--- src/rtl/booth_pkg.sv ---
// Shared definitions for the Booth multiplier consumer: default widths,
// the per-operand tag carried alongside the multiplier, and product sign extension.
package booth_pkg;

   localparam int PW_DEF  = 33;
   localparam int AW_DEF  = 40;
   localparam int LAT_DEF = 9;
   localparam int CW_DEF  = 8;
   localparam int EXT_W   = 64;

   typedef struct packed {
      logic valid;
      logic last;
   } tag_t;

   // Sign-extends the low pw bits of p to EXT_W; callers cast down to their own width.
   function automatic logic [EXT_W-1:0] sext_prod(input logic [EXT_W-1:0] p, input int pw);
      logic [EXT_W-1:0] r;
      for (int i = 0; i < EXT_W; i++) begin
         r[i] = (i < pw) ? p[i] : p[pw-1];
      end
      return r;
   endfunction

endpackage

--- src/rtl/booth_tag_pipe.sv ---
// Tag delay line matching the multiplier latency: a tag written on edge t is
// presented at the tap for the edge t+LAT. Never stalls; reset discards tags.
module booth_tag_pipe
   import booth_pkg::*;
#(
   parameter int LAT = LAT_DEF
) (
   input  logic clk,
   input  logic rst,
   input  tag_t tag_in,
   output tag_t tap,
   output logic any_valid
);

   logic [LAT-1:0] valid_reg;
   logic [LAT-1:0] last_reg;

   generate
      if (LAT == 1) begin : g_single
         always_ff @(posedge clk or posedge rst) begin
            if (rst) begin
               valid_reg <= '0;
               last_reg  <= '0;
            end else begin
               valid_reg <= tag_in.valid;
               last_reg  <= tag_in.last;
            end
         end
      end else begin : g_shift
         always_ff @(posedge clk or posedge rst) begin
            if (rst) begin
               valid_reg <= '0;
               last_reg  <= '0;
            end else begin
               valid_reg <= {valid_reg[LAT-2:0], tag_in.valid};
               last_reg  <= {last_reg[LAT-2:0], tag_in.last};
            end
         end
      end
   endgenerate

   assign tap.valid = valid_reg[LAT-1];
   assign tap.last  = last_reg[LAT-1];
   assign any_valid = |valid_reg;

endmodule

--- src/rtl/booth_acc.sv ---
// Dot-product accumulator behind the Booth multiplier with a one-entry valid/ready output.
// Define BOOTH_ACC_SAT_EN to saturate the sum on signed overflow (sticky overflow flag).
module booth_acc
   import booth_pkg::*;
#(
   parameter int PW  = PW_DEF,
   parameter int AW  = AW_DEF,
   parameter int LAT = LAT_DEF,
   parameter int CW  = CW_DEF
) (
   input  logic          clk,
   input  logic          rst,
   input  logic          in_valid,
   input  logic          in_last,
   input  logic [PW-1:0] product,
   input  logic          acc_clr,
   output logic          out_valid,
   input  logic          out_ready,
   output logic [AW-1:0] out_data,
   output logic [CW-1:0] out_cnt,
   output logic          busy,
   output logic          lost,
   output logic          overflow
);

   localparam logic ACC_IDLE  = 1'b0;
   localparam logic ACC_RUN   = 1'b1;
   localparam logic OUT_EMPTY = 1'b0;
   localparam logic OUT_FULL  = 1'b1;

   tag_t tag_in;
   tag_t tap;
   logic any_valid;

   logic                 acc_state_reg;
   logic                 out_state_reg;
   logic signed [AW-1:0] acc_reg;
   logic [CW-1:0]        count_reg;
   logic [AW-1:0]        out_data_reg;
   logic [CW-1:0]        out_cnt_reg;
   logic                 lost_reg;

   logic signed [AW-1:0] acc_base;
   logic signed [AW-1:0] prod_ext;
   logic signed [AW-1:0] sum_raw;
   logic signed [AW-1:0] sum_next;
   logic [CW-1:0]        count_base;
   logic [CW-1:0]        cnt_next;
   logic                 term;
   logic                 last_term;
   logic                 accept;
   logic                 load;
   logic                 drop;

   assign tag_in.valid = in_valid;
   assign tag_in.last  = in_last;

   booth_tag_pipe #(
      .LAT (LAT)
   ) u_tag_pipe (
      .clk       (clk),
      .rst       (rst),
      .tag_in    (tag_in),
      .tap       (tap),
      .any_valid (any_valid)
   );

   assign term      = tap.valid;
   assign last_term = tap.valid & tap.last;

   // A term arriving with acc_clr starts a fresh sum instead of adding to the old one.
   assign acc_base   = acc_clr ? '0 : acc_reg;
   assign count_base = acc_clr ? '0 : count_reg;
   assign prod_ext   = AW'(sext_prod(EXT_W'(product), PW));
   assign sum_raw    = acc_base + prod_ext;
   assign cnt_next   = (count_base == {CW{1'b1}}) ? count_base : count_base + CW'(1);

`ifdef BOOTH_ACC_SAT_EN
   localparam logic signed [AW-1:0] ACC_MAX = {1'b0, {(AW-1){1'b1}}};
   localparam logic signed [AW-1:0] ACC_MIN = {1'b1, {(AW-1){1'b0}}};

   logic sum_ovf;
   logic overflow_reg;

   assign sum_ovf  = (acc_base[AW-1] == prod_ext[AW-1]) && (sum_raw[AW-1] != acc_base[AW-1]);
   assign sum_next = sum_ovf ? (acc_base[AW-1] ? ACC_MIN : ACC_MAX) : sum_raw;

   always_ff @(posedge clk or posedge rst) begin
      if (rst) begin
         overflow_reg <= 1'b0;
      end else begin
         if (acc_clr) overflow_reg <= 1'b0;
         if (term && sum_ovf) overflow_reg <= 1'b1;
      end
   end

   assign overflow = overflow_reg;
`else
   assign sum_next = sum_raw;
   assign overflow = 1'b0;
`endif

   assign accept = (out_state_reg == OUT_FULL) & out_ready;
   assign load   = last_term & ((out_state_reg == OUT_EMPTY) | accept);
   assign drop   = last_term & ~load;

   always_ff @(posedge clk or posedge rst) begin
      if (rst) begin
         acc_reg       <= '0;
         count_reg     <= '0;
         acc_state_reg <= ACC_IDLE;
      end else if (term && !tap.last) begin
         acc_reg       <= sum_next;
         count_reg     <= cnt_next;
         acc_state_reg <= ACC_RUN;
      end else if (term || acc_clr) begin
         acc_reg       <= '0;
         count_reg     <= '0;
         acc_state_reg <= ACC_IDLE;
      end
   end

   // The output register only changes on a load, so it stays stable while FULL.
   always_ff @(posedge clk or posedge rst) begin
      if (rst) begin
         out_state_reg <= OUT_EMPTY;
         out_data_reg  <= '0;
         out_cnt_reg   <= '0;
      end else if (load) begin
         out_state_reg <= OUT_FULL;
         out_data_reg  <= sum_next;
         out_cnt_reg   <= cnt_next;
      end else if (accept) begin
         out_state_reg <= OUT_EMPTY;
      end
   end

   always_ff @(posedge clk or posedge rst) begin
      if (rst) begin
         lost_reg <= 1'b0;
      end else begin
         if (acc_clr) lost_reg <= 1'b0;
         if (drop) lost_reg <= 1'b1;
      end
   end

   assign out_valid = (out_state_reg == OUT_FULL);
   assign out_data  = out_data_reg;
   assign out_cnt   = out_cnt_reg;
   assign lost      = lost_reg;
   assign busy      = any_valid | (acc_state_reg == ACC_RUN);

endmodule
--- config.mk ---
export PLATFORM = sky130hd
export DESIGN_NAME = booth_acc
export DESIGN_NICKNAME = d
export VERILOG_FILES = /design/src/rtl/booth_pkg.sv /design/src/rtl/booth_tag_pipe.sv /design/src/rtl/booth_acc.sv
export SDC_FILE = /design/constraint.sdc
export NUM_CORES = 1
export LEC_CHECK = 0
export BUFFER_PORTS_ARGS = -buffer_cell sky130_fd_sc_hd__buf_2
export CELL_PAD_IN_SITES_DETAIL_PLACEMENT = 1
export CELL_PAD_IN_SITES_GLOBAL_PLACEMENT = 1
export CORE_ASPECT_RATIO = 0.8
export CORE_UTILIZATION = 45
export DETAILED_ROUTE_END_ITERATION = 8
export GPL_TIMING_DRIVEN = 0
export PLACE_DENSITY_LB_ADDON = 0.1
export SLEW_MARGIN = 20
export SYNTH_ARGS = -nofsm -noshare
export SYNTH_HDL_FRONTEND = slang
export SYNTH_SLANG_ARGS = --single-unit
--- constraint.sdc ---
create_clock -name clk -period 4.9 [get_ports clk]
set_input_delay 1.47 -clock clk [delete_from_list [all_inputs] [get_ports clk]]
set_output_delay 1.47 -clock clk [all_outputs]
set_load 0.005 [all_outputs]
**Word level (Yosys, flattened, before mapping)**

Index checks and enable logic that the tools add are counted.

- Reductions and logical operators: 7
- Equality and inequality tests: 1
- $add $sub $neg: 2
- Multipliers: 0
- Bitwise logic cells: 8
- Magnitude comparators: 0
- Div/mod/pow operators: 0
- Shift-type cells: 0
- Mux-type cells: 13

Operator list:

| operator | count |
|---|---|
| $mux 40 | 3 |
| $add 40x33->40 | 1 |
| $mux 8 | 4 |
| $reduce_or 9->1 | 1 |
| $add 8x1->8 const B | 1 |
| $eq 8x8->1 const B | 1 |
| $mux 1 | 6 |
| $reduce_bool 2->1 | 3 |
| $and 1x1->1 | 4 |
| $not 1->1 | 2 |
| $or 1x1->1 | 2 |
| $logic_and 1x1->1 | 1 |
| $logic_not 1->1 | 1 |
| $logic_or 1x1->1 | 1 |

- Bits in latches: 0
- Logic and storage cells: 40
- ROM bits: 0
- RAM bits: 0
- Register bits: 117
- Output and inout bits: 52
- Memories kept: 0

**Depth between registers and ports, before layout**

- Depth after elaboration: 6
- Mapped depth: 13
- Gate-level depth less buffers: 11

**By module**

From an unflattened synthesis, not the netlist that was laid out.

- Cells, all modules: 790
- Area total of the unflattened synthesis: 7145.6 um^2

Modules (own cells, without submodules):

| module | cells each | area an instance (um^2) | instances |
|---|---|---|---|
| booth_acc | 765 | 6656.4 | 1 |
| booth_tag_pipe | 25 | 489.2 | 1 |

**Worst setup path before layout**

Ideal clock, no wire load.

- Kind: in2reg
- Start: in acc_clr
- End: reg out_data_reg[34], in the netlist out_data[34]
- Setup slack: 576 ps
- Data arrival time: 4199 ps
- Setup time: 125 ps
- Stages: 13
- Cells stage by stage: clkbuf_1 clkbuf_1 nor2b_1 ha_1 fa_1 a21oi_1 o211ai_1 a221oi_2 a211oi_2 o21ai_2 o31ai_2 xor2_1 mux2_2

- Word-level cells in the longest chain between the ends: 2

Ends and longest elaborated chain:

| what | line | RTL |
|---|---|---|
| start, declared | booth_acc.sv:16 | `input logic acc_clr,` |
| $mux 40 | booth_acc.sv:72 | `assign acc_base = acc_clr ? '0 : acc_reg;` |
| $add 40x33->40 | booth_acc.sv:75 | `assign sum_raw = acc_base + prod_ext;` |
| end signal, assigned | booth_acc.sv:131 | `out_data_reg <= sum_next;` |
| end, declared | booth_acc.sv:39 | `logic [AW-1:0] out_data_reg;` |

No other way between the ends.
A chain may end at the register's enable or synchronous reset.

**Worst setup path in the final report**

- Start: in acc_clr
- End: reg out_data_reg[37], in the netlist out_data[37]

The elaborated chain is that of the path after synthesis.

==> impl_metrics.json <==
{
  "synth_flop_cell": "dfrtp_1",
  "cts_tree": "done",
  "grt_pass1_wl_um": 33900,
  "synth_top_family_by_area": "compound AO/OA/AOI/OAI gates",
  "arrival_ps": 4920,
  "path_depth": 13,
  "cp-end-kind": "register",
  "synth_top_cell_area_share_pct": 42.5,
  "hp-class": "reg -> reg",
  "min_from": "u_tag_pipe.last_reg[6]$_DFF_PP0_",
  "grt_pass1_vias": 6244,
  "fin_nets": 924,
  "cts_root_buffer": "clkbuf_16",
  "antenna_found_initial": 0,
  "cp.required_ps": 5210,
  "row_count": 40,
  "total_leakage_power_uw": 0.00403,
  "synth-edff-count": 0,
  "fin_skew_ps": 9.55,
  "die_area_um2": 15800,
  "seq_area_frac_synth_pct": 42.5,
  "tns_ps": 0,
  "fin_crit_sh_pct": 94.2,
  "slowest_stage": "clkbuf_1",
  "status": "complete, no violations",
  "synth.distinct_cells": 65,
  "ys_ff_latch": 117,
  "hpwl_um": 15300,
  "htreeDepth": 4,
  "clock-sinks": 117,
  "hold_violations": 0,
  "synthMuxAreaShare_pct": 2.42,
  "routed_wl_um": 21000,
  "slowest_delay_ps": 530,
  "rrSetupSlack_ps": 1590,
  "place_congestion": 0.868,
  "p_per_area_nw_per_um2": 369,
  "timing.rr.start": "acc_reg[0]$_DFFE_PP0P_",
  "maxSlewHeadroom_pct": 45.1,
  "drive_gt1_share_pct": 18.9,
  "yosysTopAreaCell": "dfrtp_1",
  "drt_iter0_markers": 305,
  "io_buffers": 89,
  "syn-num-nets": 816,
  "overflow": 0,
  "tightest_slew_ps": 823,
  "first_pass_iters": 4,
  "drc": 0,
  "grt_max_degree": 65,
  "worstHoldPathCells": 0,
  "cp-startpoint": "acc_clr",
  "rsz0062_at_grt": "false",
  "yosysWarnings": 0,
  "startpoint_type": "input port",
  "track_usage_pct": 28.3,
  "clk_path_buf_depth": 2,
  "max_freq_mhz": 217,
  "yosys.area_share.simple_pct": 18.6,
  "whs_ps": 349,
  "synthAdderAreaFrac_pct": 7.55,
  "critical_path_buf_inv_count": 3,
  "clkLatencyLatePin_ps": 420,
  "setup_viol": 0,
  "crit_chain": "buf_2 > clkbuf_1 > nor2b_1 > ha_1 > buf_6 > a21o_1 > a221o_1 > a31oi_1 > a31oi_1 > a21oi_1 > o21ai_1 > xor2_1 > mux2_2",
  "path_max_fanout": 14,
  "synth.avg_cell_area_um2": 9.36,
  "peakVddDrop_mv": 0.232,
  "async_reset_ff_share_pct": 100,
  "path_common_cell": "a31oi_1",
  "synth-xor-area-share_pct": 5.08,
  "die_h_um": 113,
  "n_antenna_cell": 0,
  "synthToLayoutAreaGrowth_pct": 18.8,
  "via_per_inst": 5.70,
  "synth_compound_area_share_pct": 19.6,
  "die_x_um": 140,
  "pre_cts_ws_ps": -625,
  "critical-path-top-delay-family": "compound AO/OA/AOI/OAI gates",
  "period_needed_ps": 4620,
  "num_vias": 5959,
  "ios": 91,
  "crit_type": "in -> reg",
  "hold_buffers": 0,
  "synth_area_leaders": "dfrtp_1, ha_1, nand2_1",
  "start_util_pct": 46.0,
  "coreArea_um2": 15000,
  "antenna_left": 0,
  "cap_viol_max_count": 0,
  "syn_inst": 736,
  "drv_slew": 0,
  "fillers": 1732,
  "cts_buffers": 17,
  "syn_area_um2": 6890,
  "fin_ws_ps": 285,
  "reg2reg_depth": 11,
  "wl_per_cell_um": 20.1,
  "clkTransAtPathRegs_ps": 60
}
-- path summary, 6_finish.rpt --
path / to
setup reg to reg: acc_reg[36]$_DFFE_PP0P_
hold / removal: u_tag_pipe.last_reg[7]$_DFF_PP0_
hold reg to reg: u_tag_pipe.last_reg[7]$_DFF_PP0_
max in group asynchronous: out_data[23]$_DFFE_PP0P_
setup / recovery: out_data[37]$_DFFE_PP0P_
min in group asynchronous: u_tag_pipe.last_reg[8]$_DFF_PP0_
-- layout make-up --
class,count,area (µm²),share of cell area (%)
Inverter,17,68.8,0.841
Clock inverter,14,153,1.86
Timing Repair Buffer,90,473,5.78
Tap cell,189,236,2.89
Multi-Input combinational cell,563,3670,44.9
Buffer,38,225,2.75
Clock buffer,18,429,5.24
Sequential cell,117,2930,35.8
-- cells in the final DEF (no fill, tap or decap), types with 5 or more instances in the layout --
cell         n
a21o_1      15
a21oi_1     49
a22o_1      36
a31oi_1      9
and3_1       7
buf_2       91
clkbuf_1    25
clkbuf_16   17
dfrtp_1    117
ha_1        40
inv_1       16
inv_6        5
mux2_2      13
nand2_1    132
nand2b_1     8
nand3_1     10
nand4_1     13
nor2_1      40
nor2b_1     44
o21ai_0     26
o21ai_1     10
o221ai_1     5
o31ai_1      5
xnor2_1     24
xor2_1      16
-- cell usage after synthesis (3+ instances only) --
| cell type | number |
|---|---|
| inv_1 | 17 |
| a21boi_1 | 3 |
| a22o_1 | 36 |
| nor2_1 | 40 |
| o21ai_0 | 26 |
| o22ai_1 | 3 |
| a221o_1 | 4 |
| nand2_1 | 132 |
| nor2b_1 | 44 |
| and3_1 | 7 |
| buf_4 | 3 |
| o211ai_1 | 3 |
| nand4_1 | 13 |
| clkbuf_1 | 27 |
| dfrtp_1 | 117 |
| nand2b_1 | 8 |
| a31oi_1 | 9 |
| o221ai_1 | 5 |
| xor2_1 | 16 |
| a21oi_1 | 49 |
| o21a_1 | 4 |
| nand3_1 | 10 |
| o21ai_1 | 10 |
| o21bai_1 | 4 |
| mux2_2 | 13 |
| o31ai_1 | 5 |
| and2_1 | 4 |
| nor4_1 | 3 |
| ha_1 | 40 |
| a21o_1 | 15 |
| xnor2_1 | 24 |
-- through the flow --
stage | instances | instance area, µm² | util [%] | power (µW)
2_1_floorplan | 736 | 6890 | - | 1550
3_3_place_gp | 1014 | 7570 | 50.6 | 1760
3_5_place_dp | 1015 | 7600 | 50.8 | 1790
4_1_cts | 1047 | 8190 | 54.7 | 3040
5_1_grt | 1046 | 8190 | 54.7 | 3160
6_report | 1046 | 8190 | 54.7 | 3020
-- worst register-to-register path, delay by kind of cell (launching register included) --
family | cells | cell delay (ps)
adders and majority gates | 2 | 650
AOI/OAI and AO/OA | 6 | 1440
and+or+nand+nor | 2 | 420
xor gates and xnor gates | 1 | 260
DFF | 1 | 390
-- power breakdown --
| group | switching (µW) | internal [µW] | total (µW) |
|---|---|---|---|
| sequential | 67.7 | 1090 | 1160 |
| combinational | 356 | 266 | 622 |
| clock | 486 | 754 | 1240 |
-- cells by family (layout without fill, tap and decap cells) --
kind of cell | after synthesis | in the layout
AO/OA/AOI/OAI | 194 | 194
XOR/XNOR | 40 | 40
adder cells (fa/ha/maj) | 41 | 41
buffers and inverters | 56 | 177
flip-flops | 117 | 117
multiplexers | 15 | 15
other | 1 | 1
AND/OR/NAND/NOR | 272 | 272
-- what timing repair did --
item	in CTS	in global routing
endpoints found under the setup margin	13	30
setup buffers	0	0
endpoints found under the hold margin	0	0
resized for setup	1	2
-- per-layer routing --
layer	wire length, µm	share of wire [%]	up-vias	global-route usage [%]
met2	9860	47	118	45.8
met3	702	3.3	23	5.03
met4	235	1.1	0	7.33
met1	10200	49	3003	39.1
met5	0	0	-	0
li1	-	-	2815	-
Note: power is estimated with default switching activity, not from simulation.
